===== src/rtl/bubble_in_capture_if.sv =====
// Host-side capture and SPI-side drain signals of the bubble input capture buffer.
// The design sits on the slave modport; the driving environment uses master.
interface bubble_in_capture_if;
    logic        BITWIDTH4;
    logic [2:0]  ACCTYPE;
    logic [12:0] BINCYCLENUM;
    logic        nBINCLKEN;
    logic        DIN0;
    logic        DIN1;
    logic        DIN2;
    logic        DIN3;
    logic        DRAINSTART;
    logic        nINBUFRDCLKEN;
    logic        INBUFRDDATA;
    logic [11:0] INBUFRDADDR;
    logic        INBUFRDLAST;
    logic        PAGEVALID;
    logic        CAPERR;

    modport master (
        output BITWIDTH4, ACCTYPE, BINCYCLENUM, nBINCLKEN,
        output DIN0, DIN1, DIN2, DIN3, DRAINSTART, nINBUFRDCLKEN,
        input  INBUFRDDATA, INBUFRDADDR, INBUFRDLAST, PAGEVALID, CAPERR
    );

    modport slave (
        input  BITWIDTH4, ACCTYPE, BINCYCLENUM, nBINCLKEN,
        input  DIN0, DIN1, DIN2, DIN3, DRAINSTART, nINBUFRDCLKEN,
        output INBUFRDDATA, INBUFRDADDR, INBUFRDLAST, PAGEVALID, CAPERR
    );
endinterface


===== src/rtl/bubble_in_capture.sv =====
// Captures one user page of bubble input bits into a 4-channel buffer, then
// replays it as an interleaved serial stream for the flash write-back path.
module bubble_in_capture #(
    parameter int PAGEBITS = 584,
    parameter int BUFDEPTH = 1024
) (
    input  logic                MCLK,
    input  logic                nRESET,
    bubble_in_capture_if.slave  bus
);

    localparam int AW = $clog2(BUFDEPTH);
    localparam logic [11:0] LAST_IDX_2 = 12'(2 * PAGEBITS - 1);
    localparam logic [11:0] LAST_IDX_4 = 12'(4 * PAGEBITS - 1);
    localparam logic [2:0]  ACC_USER_WR = 3'b101;

    typedef enum logic [1:0] {
        IDLE,
        CAPTURE,
        READY,
        DRAIN
    } state_t;

    state_t      r_state;
    logic        r_width4;
    logic        r_got;
    logic [11:0] r_idx;
    logic        r_rd_data;
    logic [11:0] r_rd_addr;
    logic        r_rd_last;
    logic        r_page_valid;
    logic        r_cap_err;

    logic r_mem [4][BUFDEPTH];

    logic          w_acc_wr;
    logic          w_cap_start;
    logic          w_capturing;
    logic          w_width4;
    logic [AW-1:0] w_wr_addr;
    logic          w_in_range;
    logic          w_wr_en;
    logic [AW-1:0] w_rd_cyc;
    logic [1:0]    w_rd_ch;
    logic [11:0]   w_last_idx;
    logic          w_strobe;
    logic          w_unused_cyc_hi;

    assign w_acc_wr    = (bus.ACCTYPE == ACC_USER_WR);
    assign w_cap_start = (r_state == IDLE) && w_acc_wr;
    assign w_capturing = w_cap_start || (r_state == CAPTURE);

    // Width is taken live on the start cycle so a tick coinciding with it uses the new mode.
    assign w_width4   = (r_state == IDLE) ? bus.BITWIDTH4 : r_width4;
    assign w_wr_addr  = bus.BINCYCLENUM[AW-1:0];
    assign w_in_range = (w_wr_addr < AW'(PAGEBITS));
    assign w_wr_en    = w_capturing && !bus.nBINCLKEN && w_in_range;

    // The upper cycle-number bits carry no page address information.
    assign w_unused_cyc_hi = ^bus.BINCYCLENUM[12:AW];

    // Stream order inverts the output-buffer decode: highest channel first within each cycle.
    assign w_rd_cyc   = r_width4 ? r_idx[AW+1:2] : r_idx[AW:1];
    assign w_rd_ch    = r_width4 ? ~r_idx[1:0] : {1'b0, ~r_idx[0]};
    assign w_last_idx = r_width4 ? LAST_IDX_4 : LAST_IDX_2;
    assign w_strobe   = (r_state == DRAIN) && !bus.nINBUFRDCLKEN;

    // NOTE: the page buffer has no reset; contents are only meaningful after a capture,
    // and leaving it unreset lets it map onto plain RAM.
    always_ff @(posedge MCLK) begin
        if (w_wr_en) begin
            r_mem[0][w_wr_addr] <= ~bus.DIN0;
            r_mem[1][w_wr_addr] <= ~bus.DIN1;
            if (w_width4) begin
                r_mem[2][w_wr_addr] <= ~bus.DIN2;
                r_mem[3][w_wr_addr] <= ~bus.DIN3;
            end
        end
    end

    // NOTE: all state below uses non-blocking assignments so every register samples
    // pre-edge values regardless of statement order.
    always_ff @(posedge MCLK or negedge nRESET) begin
        if (!nRESET) begin
            r_state      <= IDLE;
            r_width4     <= 1'b0;
            r_got        <= 1'b0;
            r_idx        <= '0;
            r_rd_data    <= 1'b0;
            r_rd_addr    <= '0;
            r_rd_last    <= 1'b0;
            r_page_valid <= 1'b0;
            r_cap_err    <= 1'b0;
        end else begin
            if ((r_state == READY || r_state == DRAIN) && w_acc_wr) begin
                r_cap_err <= 1'b1;
            end

            case (r_state)
                IDLE: begin
                    if (w_acc_wr) begin
                        r_state   <= CAPTURE;
                        r_width4  <= bus.BITWIDTH4;
                        r_got     <= w_wr_en;
                        r_cap_err <= 1'b0;
                        r_rd_last <= 1'b0;
                    end
                end

                CAPTURE: begin
                    if (w_wr_en) begin
                        r_got <= 1'b1;
                    end
                    if (!w_acc_wr) begin
                        if (r_got || w_wr_en) begin
                            r_state      <= READY;
                            r_page_valid <= 1'b1;
                        end else begin
                            r_state <= IDLE;
                        end
                    end
                end

                READY: begin
                    if (bus.DRAINSTART) begin
                        r_state <= DRAIN;
                        r_idx   <= '0;
                    end
                end

                DRAIN: begin
                    if (w_strobe) begin
                        r_rd_data <= r_mem[w_rd_ch][w_rd_cyc];
                        r_rd_addr <= r_idx;
                        r_rd_last <= (r_idx == w_last_idx);
                        if (r_idx == w_last_idx) begin
                            r_state      <= IDLE;
                            r_page_valid <= 1'b0;
                        end else begin
                            r_idx <= r_idx + 12'd1;
                        end
                    end
                end

                default: r_state <= IDLE;
            endcase
        end
    end

    assign bus.INBUFRDDATA = r_rd_data;
    assign bus.INBUFRDADDR = r_rd_addr;
    assign bus.INBUFRDLAST = r_rd_last;
    assign bus.PAGEVALID   = r_page_valid;
    assign bus.CAPERR      = r_cap_err;

endmodule


===== src/flat_wrapper.sv =====
// flat-port wrapper written by rule: the top's interface ports become plain ports
module bubble_in_capture_flat 
#(
    parameter int PAGEBITS = 584,
    parameter int BUFDEPTH = 1024
)
  (MCLK, nRESET, bus_BITWIDTH4, bus_ACCTYPE, bus_BINCYCLENUM, bus_nBINCLKEN, bus_DIN0, bus_DIN1, bus_DIN2, bus_DIN3, bus_DRAINSTART, bus_nINBUFRDCLKEN, bus_INBUFRDDATA, bus_INBUFRDADDR, bus_INBUFRDLAST, bus_PAGEVALID, bus_CAPERR);
  bubble_in_capture_if bus_i ();
  input  logic MCLK;
  input  logic nRESET;
  input wire logic [$bits(bus_i.BITWIDTH4)-1:0] bus_BITWIDTH4;
  input wire logic [$bits(bus_i.ACCTYPE)-1:0] bus_ACCTYPE;
  input wire logic [$bits(bus_i.BINCYCLENUM)-1:0] bus_BINCYCLENUM;
  input wire logic [$bits(bus_i.nBINCLKEN)-1:0] bus_nBINCLKEN;
  input wire logic [$bits(bus_i.DIN0)-1:0] bus_DIN0;
  input wire logic [$bits(bus_i.DIN1)-1:0] bus_DIN1;
  input wire logic [$bits(bus_i.DIN2)-1:0] bus_DIN2;
  input wire logic [$bits(bus_i.DIN3)-1:0] bus_DIN3;
  input wire logic [$bits(bus_i.DRAINSTART)-1:0] bus_DRAINSTART;
  input wire logic [$bits(bus_i.nINBUFRDCLKEN)-1:0] bus_nINBUFRDCLKEN;
  output wire logic [$bits(bus_i.INBUFRDDATA)-1:0] bus_INBUFRDDATA;
  output wire logic [$bits(bus_i.INBUFRDADDR)-1:0] bus_INBUFRDADDR;
  output wire logic [$bits(bus_i.INBUFRDLAST)-1:0] bus_INBUFRDLAST;
  output wire logic [$bits(bus_i.PAGEVALID)-1:0] bus_PAGEVALID;
  output wire logic [$bits(bus_i.CAPERR)-1:0] bus_CAPERR;
  assign bus_i.BITWIDTH4 = bus_BITWIDTH4;
  assign bus_i.ACCTYPE = bus_ACCTYPE;
  assign bus_i.BINCYCLENUM = bus_BINCYCLENUM;
  assign bus_i.nBINCLKEN = bus_nBINCLKEN;
  assign bus_i.DIN0 = bus_DIN0;
  assign bus_i.DIN1 = bus_DIN1;
  assign bus_i.DIN2 = bus_DIN2;
  assign bus_i.DIN3 = bus_DIN3;
  assign bus_i.DRAINSTART = bus_DRAINSTART;
  assign bus_i.nINBUFRDCLKEN = bus_nINBUFRDCLKEN;
  assign bus_INBUFRDDATA = bus_i.INBUFRDDATA;
  assign bus_INBUFRDADDR = bus_i.INBUFRDADDR;
  assign bus_INBUFRDLAST = bus_i.INBUFRDLAST;
  assign bus_PAGEVALID = bus_i.PAGEVALID;
  assign bus_CAPERR = bus_i.CAPERR;
  bubble_in_capture #(.PAGEBITS(PAGEBITS), .BUFDEPTH(BUFDEPTH)) u_core (.MCLK(MCLK), .nRESET(nRESET), .bus(bus_i));
endmodule

===== config.mk =====
export PLATFORM = sky130hd
export DESIGN_NAME = bubble_in_capture_flat
export DESIGN_NICKNAME = d
export VERILOG_FILES = /design/src/rtl/bubble_in_capture_if.sv /design/src/rtl/bubble_in_capture.sv /design/src/flat_wrapper.sv
export SDC_FILE = /design/constraint.sdc
export NUM_CORES = 2
export LEC_CHECK = 0
export CAP_MARGIN = 20
export CORE_UTILIZATION = 45
export DETAILED_ROUTE_END_ITERATION = 8
export PLACE_DENSITY = 0.66
export SYNTH_ARGS = -nofsm -noshare
export SYNTH_HDL_FRONTEND = slang
export SYNTH_SLANG_ARGS = --single-unit

===== constraint.sdc =====
create_clock -name MCLK -period 2.7 [get_ports MCLK]
set_input_delay 0.54 -clock MCLK [delete_from_list [all_inputs] [get_ports MCLK]]
set_output_delay 0.54 -clock MCLK [all_outputs]
set_load 0.02 [all_outputs]

-- Yosys cells after proc, flatten, opt, wreduce, memory -nomap -nowiden
Memory sizes are Yosys's and may differ from the RTL's.
Index checks and enable logic that the tools add are counted.
- $lt $le $gt $ge: 4
- bitwise logic cells: 8
- $add $sub $neg: 1
- reductions and logical operators: 23
- mux-type cells: 39
- eq/ne operators: 13
- operators with widths (kind ; count):
    $mux W1024 ; 2
    $mux W12 ; 4
    $pmux W12 S2 ; 1
    $ge A11 B11 Y1 const B ; 2
    $not A10 Y11 ; 2
    $mux W1 ; 18
    $mux W2 ; 7
    $add A12 B1 Y12 const B ; 1
    $eq A12 B12 Y1 ; 1
    $lt A11 B1 Y1 const B ; 1
    $bmux W1 S10 ; 1
    $demux W1 S10 ; 1
    $lt A10 B10 Y1 const B ; 1
    $mux W10 ; 1
    $ne A2 B2 Y1 const B ; 5
    $reduce_and A5 Y1 ; 2
    $pmux W2 S4 ; 1
    $reduce_bool A2 Y1 ; 4
    $logic_and A1 B1 Y1 ; 6
    $ne A2 B1 Y1 const B ; 3
    $pmux W1 S2 ; 3
    $reduce_and A3 Y1 ; 2
    $not A1 Y1 ; 5
    $eq A2 B2 Y1 const B ; 2
    other kinds (8) ; 12
- bits in registers: 32
- input port bits: 26
- output and inout port bits: 16
- word-level logic and storage cells: 98
- memory bits (writable): 4096
- memories: 1
- memories (memory ; depth ; width ; read ports ; clocked after memory_dff ; write ports ; RTL line ; RTL):
    u_core.r_mem ; 4 ; 1024 ; 1 ; 0 ; 4 ; bubble_in_capture.sv:34 ; logic r_mem [4][BUFDEPTH];

-- Longest topological paths before layout
- depth in word-level cells: 9
- mapped depth: 17
- gate-level depth less buffers: 10

-- Worst setup path before layout
No wires, ideal clock.
- path kind: in2reg
- from: input bus_DIN0
- to: memory u_core.r_mem[0][0] (netlist bit) (data pin)
- cell stages on the path: 1
- path buffers: 0
- library setup time: 2479 ps
- data arrival time: 11461 ps
- slack: -11240 ps
- data required time: 221 ps
- path through: inv_1
- RTL lines (element ; RTL line ; RTL):
    from (decl) ; flat_wrapper.sv:15 ; input wire logic [$bits(bus_i.DIN0)-1:0] bus_DIN0;
    to (decl) ; bubble_in_capture.sv:34 ;

-- Final worst setup path
- from: register u_core.r_width4
- to: register u_core.r_rd_data, in the netlist u_core.bus.INBUFRDDATA
- word-level cells in the longest chain between the ends: 5
- elaborated cells between the ends (all ways): 7
- those cells by class: mux: 5; bitwise: 1; memory: 1
- ends and longest elaborated chain (element ; RTL line ; RTL):
    from (decl) ; bubble_in_capture.sv:25 ; logic r_width4;
    from (signal assigned) ; bubble_in_capture.sv:103 ; r_width4 <= bus.BITWIDTH4;
    $mux W2 or $mux W10 (tied branches) ; bubble_in_capture.sv:64, bubble_in_capture.sv:63 ;
    $mem_v2 Z4 W1024 or $not A10 Y11 (tied branches) ; - ;
    $bmux W1 S10 * ; bubble_in_capture.sv:133 ; r_rd_data <= r_mem[w_rd_ch][w_rd_cyc];
    $mux W1 (implied by the code) * (2 in a row) ; bubble_in_capture.sv:133 ;
    to (signal assigned) ; bubble_in_capture.sv:133 ;
    to (decl) ; bubble_in_capture.sv:28 ; logic r_rd_data;
Mark *: on every way between the ends. The rest lies on a longest branch, timed or not. The select of a mux whose other input is x is not followed.
A chain may end at the register's enable or synchronous reset.

==> flow_metrics.tcl <==
set metrics [dict create \
    die_area_um2 382000 \
    yosysSeqAreaShare 0.724 \
    relSlewSlack 0.371 \
    drt_pass1_iterations 9 \
    whs_ns 0.243 \
    path_class "reg2reg" \
    gr-usage-met1 0.347 \
    yosysTopAreaCell "edfxtp_1" \
    yosys.area_share.xor_xnor 0.000307 \
    hpwl_mm 323 \
    regArea_um2 124000 \
    synth_edf_count 4096 \
    syn_area_um2 171000 \
    synth_cell_type_count 88 \
    core-area_um2 377000 \
    path_clk_slew_ns 0.06 \
    grt_pass1_vias 109169 \
    ys_top_cells_by_count "edfxtp_1, nor2_1, nand2_1" \
    grt_pass1_wl_mm 737 \
    die_h_um 618 \
    multi_input_area_um2 50600 \
    synthSimpleGateAreaFrac 0.0790 \
    outcome "finished with violations" \
    cts_root_buf "clkbuf_16" \
    viasPerCell 5.84 \
    wl_per_cell_um 27.0 \
    grt_util_all_layers 0.263 \
    ant_nets 0 \
    final-max-slew-violation-count 0 \
    synth_top_family_by_area "multiplexers" \
    drv_cap 0 \
    nets 13703 \
    final-setup-viol-count 16 \
    worst_pin_slew_ns 0.944 \
    synth-warning-count 0 \
    cp_max_fo 17 \
    use_met2 0.425 \
    clockBufferDepth 4 \
    synth_mux_area_frac 0.0958 \
    syn-mean-instance-area_um2 15.6 \
    synth-seq-cells 4128 \
    min_period_ns 3.87 \
    synth_compound_area_frac 0.0743 \
    cts-buffers-inserted 411 \
    fmax_ghz 0.258 \
    dieWidth_um 618 \
    grt_max_degree 105 \
    fin_util 0.558 \
    routed_wirelength_mm 513 \
    fin_skew_ns 0.125 \
    async_flop_share 0.00775 \
    p_leak_nw 71.8 \
    start_util 0.454 \
    area_growth_pct 22.9 \
    min_period_over_period 1.44 \
    synth_flop_cell "edfxtp_1" \
    setup_slack_ns -1.17 \
    cp_data_required_time_ns 3.56 \
    cts_tree "yes" \
    power.total_mw 173 \
    hold_class "in2async" \
    final_hold_viol_count 0 \
    io_buffers 38 \
    drive_gt1_frac 0.203 \
    vdd_drop_max_mv 0.758 \
    critPathArrivalTime_ns 4.74 \
    crit_path_start_kind "register" \
    synth_most_common_cell "edfxtp_1" \
    pin_count 42 \
    failed_checks "DRC, setup timing" \
    grt.met3_usage 0.0455 \
    std_cell_rows 225 \
    place.gp.congestion 0.904 \
    cts_max_level 5 \
    finalSetupTns_ns -3.65 \
    synth_top_cell_area_share 0.719 \
    top_usage_layer "met2" \
    insertion_delay_ns 1.01 \
    synth_area_leaders "edfxtp_1, mux4_2, nor2_1, mux2i_1, nand2_1" \
    synthAdderAreaFrac 0.0000732 \
    overflow 0 \
    drt_iter0_drc 13726 \
    vias 110957 \
    clock-sinks 4128 \
    num-fill-cells 29514 \
    dp_slack_ns -2.23 \
    drc 19 \
    antenna_found_initial 27 \
    rsz0062_at_grt "yes" \
    p_per_area_nw_per_um2 824 \
    synthCells 10987 \
    crit_path_end_kind "register" \
]
## layout by cell type (no fill, tap or decap), types with 95 or more instances in the layout
master,synthesis,layout
a21oi_1,250,241
buf_4,81,925
clkbuf_16,0,417
nand3_1,344,332
buf_12,4,366
clkbuf_1,391,95
o22ai_1,290,277
conb_1,1,1760
a211oi_1,102,98
mux2i_1,337,336
nor3_1,140,132
nand2_1,889,865
mux4_2,481,482
mux2_2,183,183
nor2_1,1331,1297
edfxtp_1,4096,4096
o21ai_0,192,174
a22oi_1,127,124
a31oi_1,154,146
## registers in the layout, summed over array words and instances, names as in the netlist, named ones only
name and cells:
u_core.bus.INBUFRDLAST 1, u_core.bus.PAGEVALID 1, u_core.bus.CAPERR 1, u_core.r_state 1, u_core.bus.INBUFRDADDR 12, u_core.r_got 1, u_core.r_idx 12, u_core.bus.INBUFRDDATA 1
u_core.r_width4 1, u_core.r_mem 4096
## worst max-delay path: stages, from the launching register on
cell	delay [ns]
dfrtp_4	0.49
buf_12	0.15
buf_12	0.15
mux2i_4	0.19
buf_12	0.16
buf_4	0.15
buf_4	0.19
nor2_4	0.17
nand2_1	0.16
buf_4	0.19
a31oi_4	0.17
nor4_4	0.09
nand4_1	0.43
nor2_1	0.10
or4_4	0.58
o21ai_4	0.22
o2111ai_2	0.14
## stage by stage
stage               area, um^2  cells
global route            210000  19009
finish                  210000  19015
detailed placement      194000  18141
CTS                     210000  18982
global placement        194000  18141
floorplan               178000  12746
## area by class of cell
cell class              count  area share
clock inverters           237      0.0114
well taps                4994      0.0297
repair buffers           1418      0.0774
flip-flops and latches   4128       0.589
clock buffers             514      0.0513
inverters                  22    0.000571
multi-input cells        7695       0.241
diodes                      7   0.0000833
## repair_timing
| action | in CTS | in global routing |
|---|---|---|
| gates resized for setup | 239 | 88 |
| gates cloned | 19 | 3 |
| buffers inserted | 73 | 24 |
| pin swaps | 62 | 41 |
| setup endpoints to repair | 230 | 108 |
| hold buffers | 1 | 0 |
| endpoints found under the hold margin | 32 | 0 |
## power breakdown
group	internal [mW]	switching (mW)	leakage, nW
logic	17.1	25.9	26.7
clock network	32.1	24.4	6.41
registers	73.0	0.782	38.6
## routing by layer
metal / routed length (um) / part of all wire
met1: 193000 / 0.38
met2: 242000 / 0.47
met3: 51300 / 0.10
met4: 27200 / 0.053
met5: 96 / 0.00019
## kinds of logic (layout without fill, tap and decap cells)
logic type               count (synthesis)  after routing
flip-flops                            4128           4128
AND/OR/NAND/NOR                       3115           3115
AO/OA/AOI/OAI                         1804           1804
multiplexers                          1008           1009
buffers and inverters                  924           2191
XOR/XNOR                                 6              6
adder cells (fa/ha/maj)                  1              1
other                                    1           1767
## path summary, 6_finish.rpt
path,slack (ns),startpoint,cells after the start,endpoint
setup / recovery,-1.17,u_core.r_width4$_DFFE_PN0N_,16,u_core.bus.INBUFRDDATA$_DFFE_PN0P_
hold / removal,0.24,nRESET,2,u_core.bus.INBUFRDDATA$_DFFE_PN0P_
setup reg to reg,-1.17,u_core.r_width4$_DFFE_PN0N_,16,u_core.bus.INBUFRDDATA$_DFFE_PN0P_
hold reg to reg,0.48,u_core.bus.INBUFRDADDR[7]$_DFFE_PN0P_,2,u_core.bus.INBUFRDADDR[7]$_DFFE_PN0P_
max in group asynchronous,1.72,nRESET,2,u_core.r_idx[2]$_DFFE_PN0P_
min in group MCLK,0.38,bus_DRAINSTART,3,u_core.r_state[0]$_DFFE_PN0P_
Power figures use the tool's default switching activity.
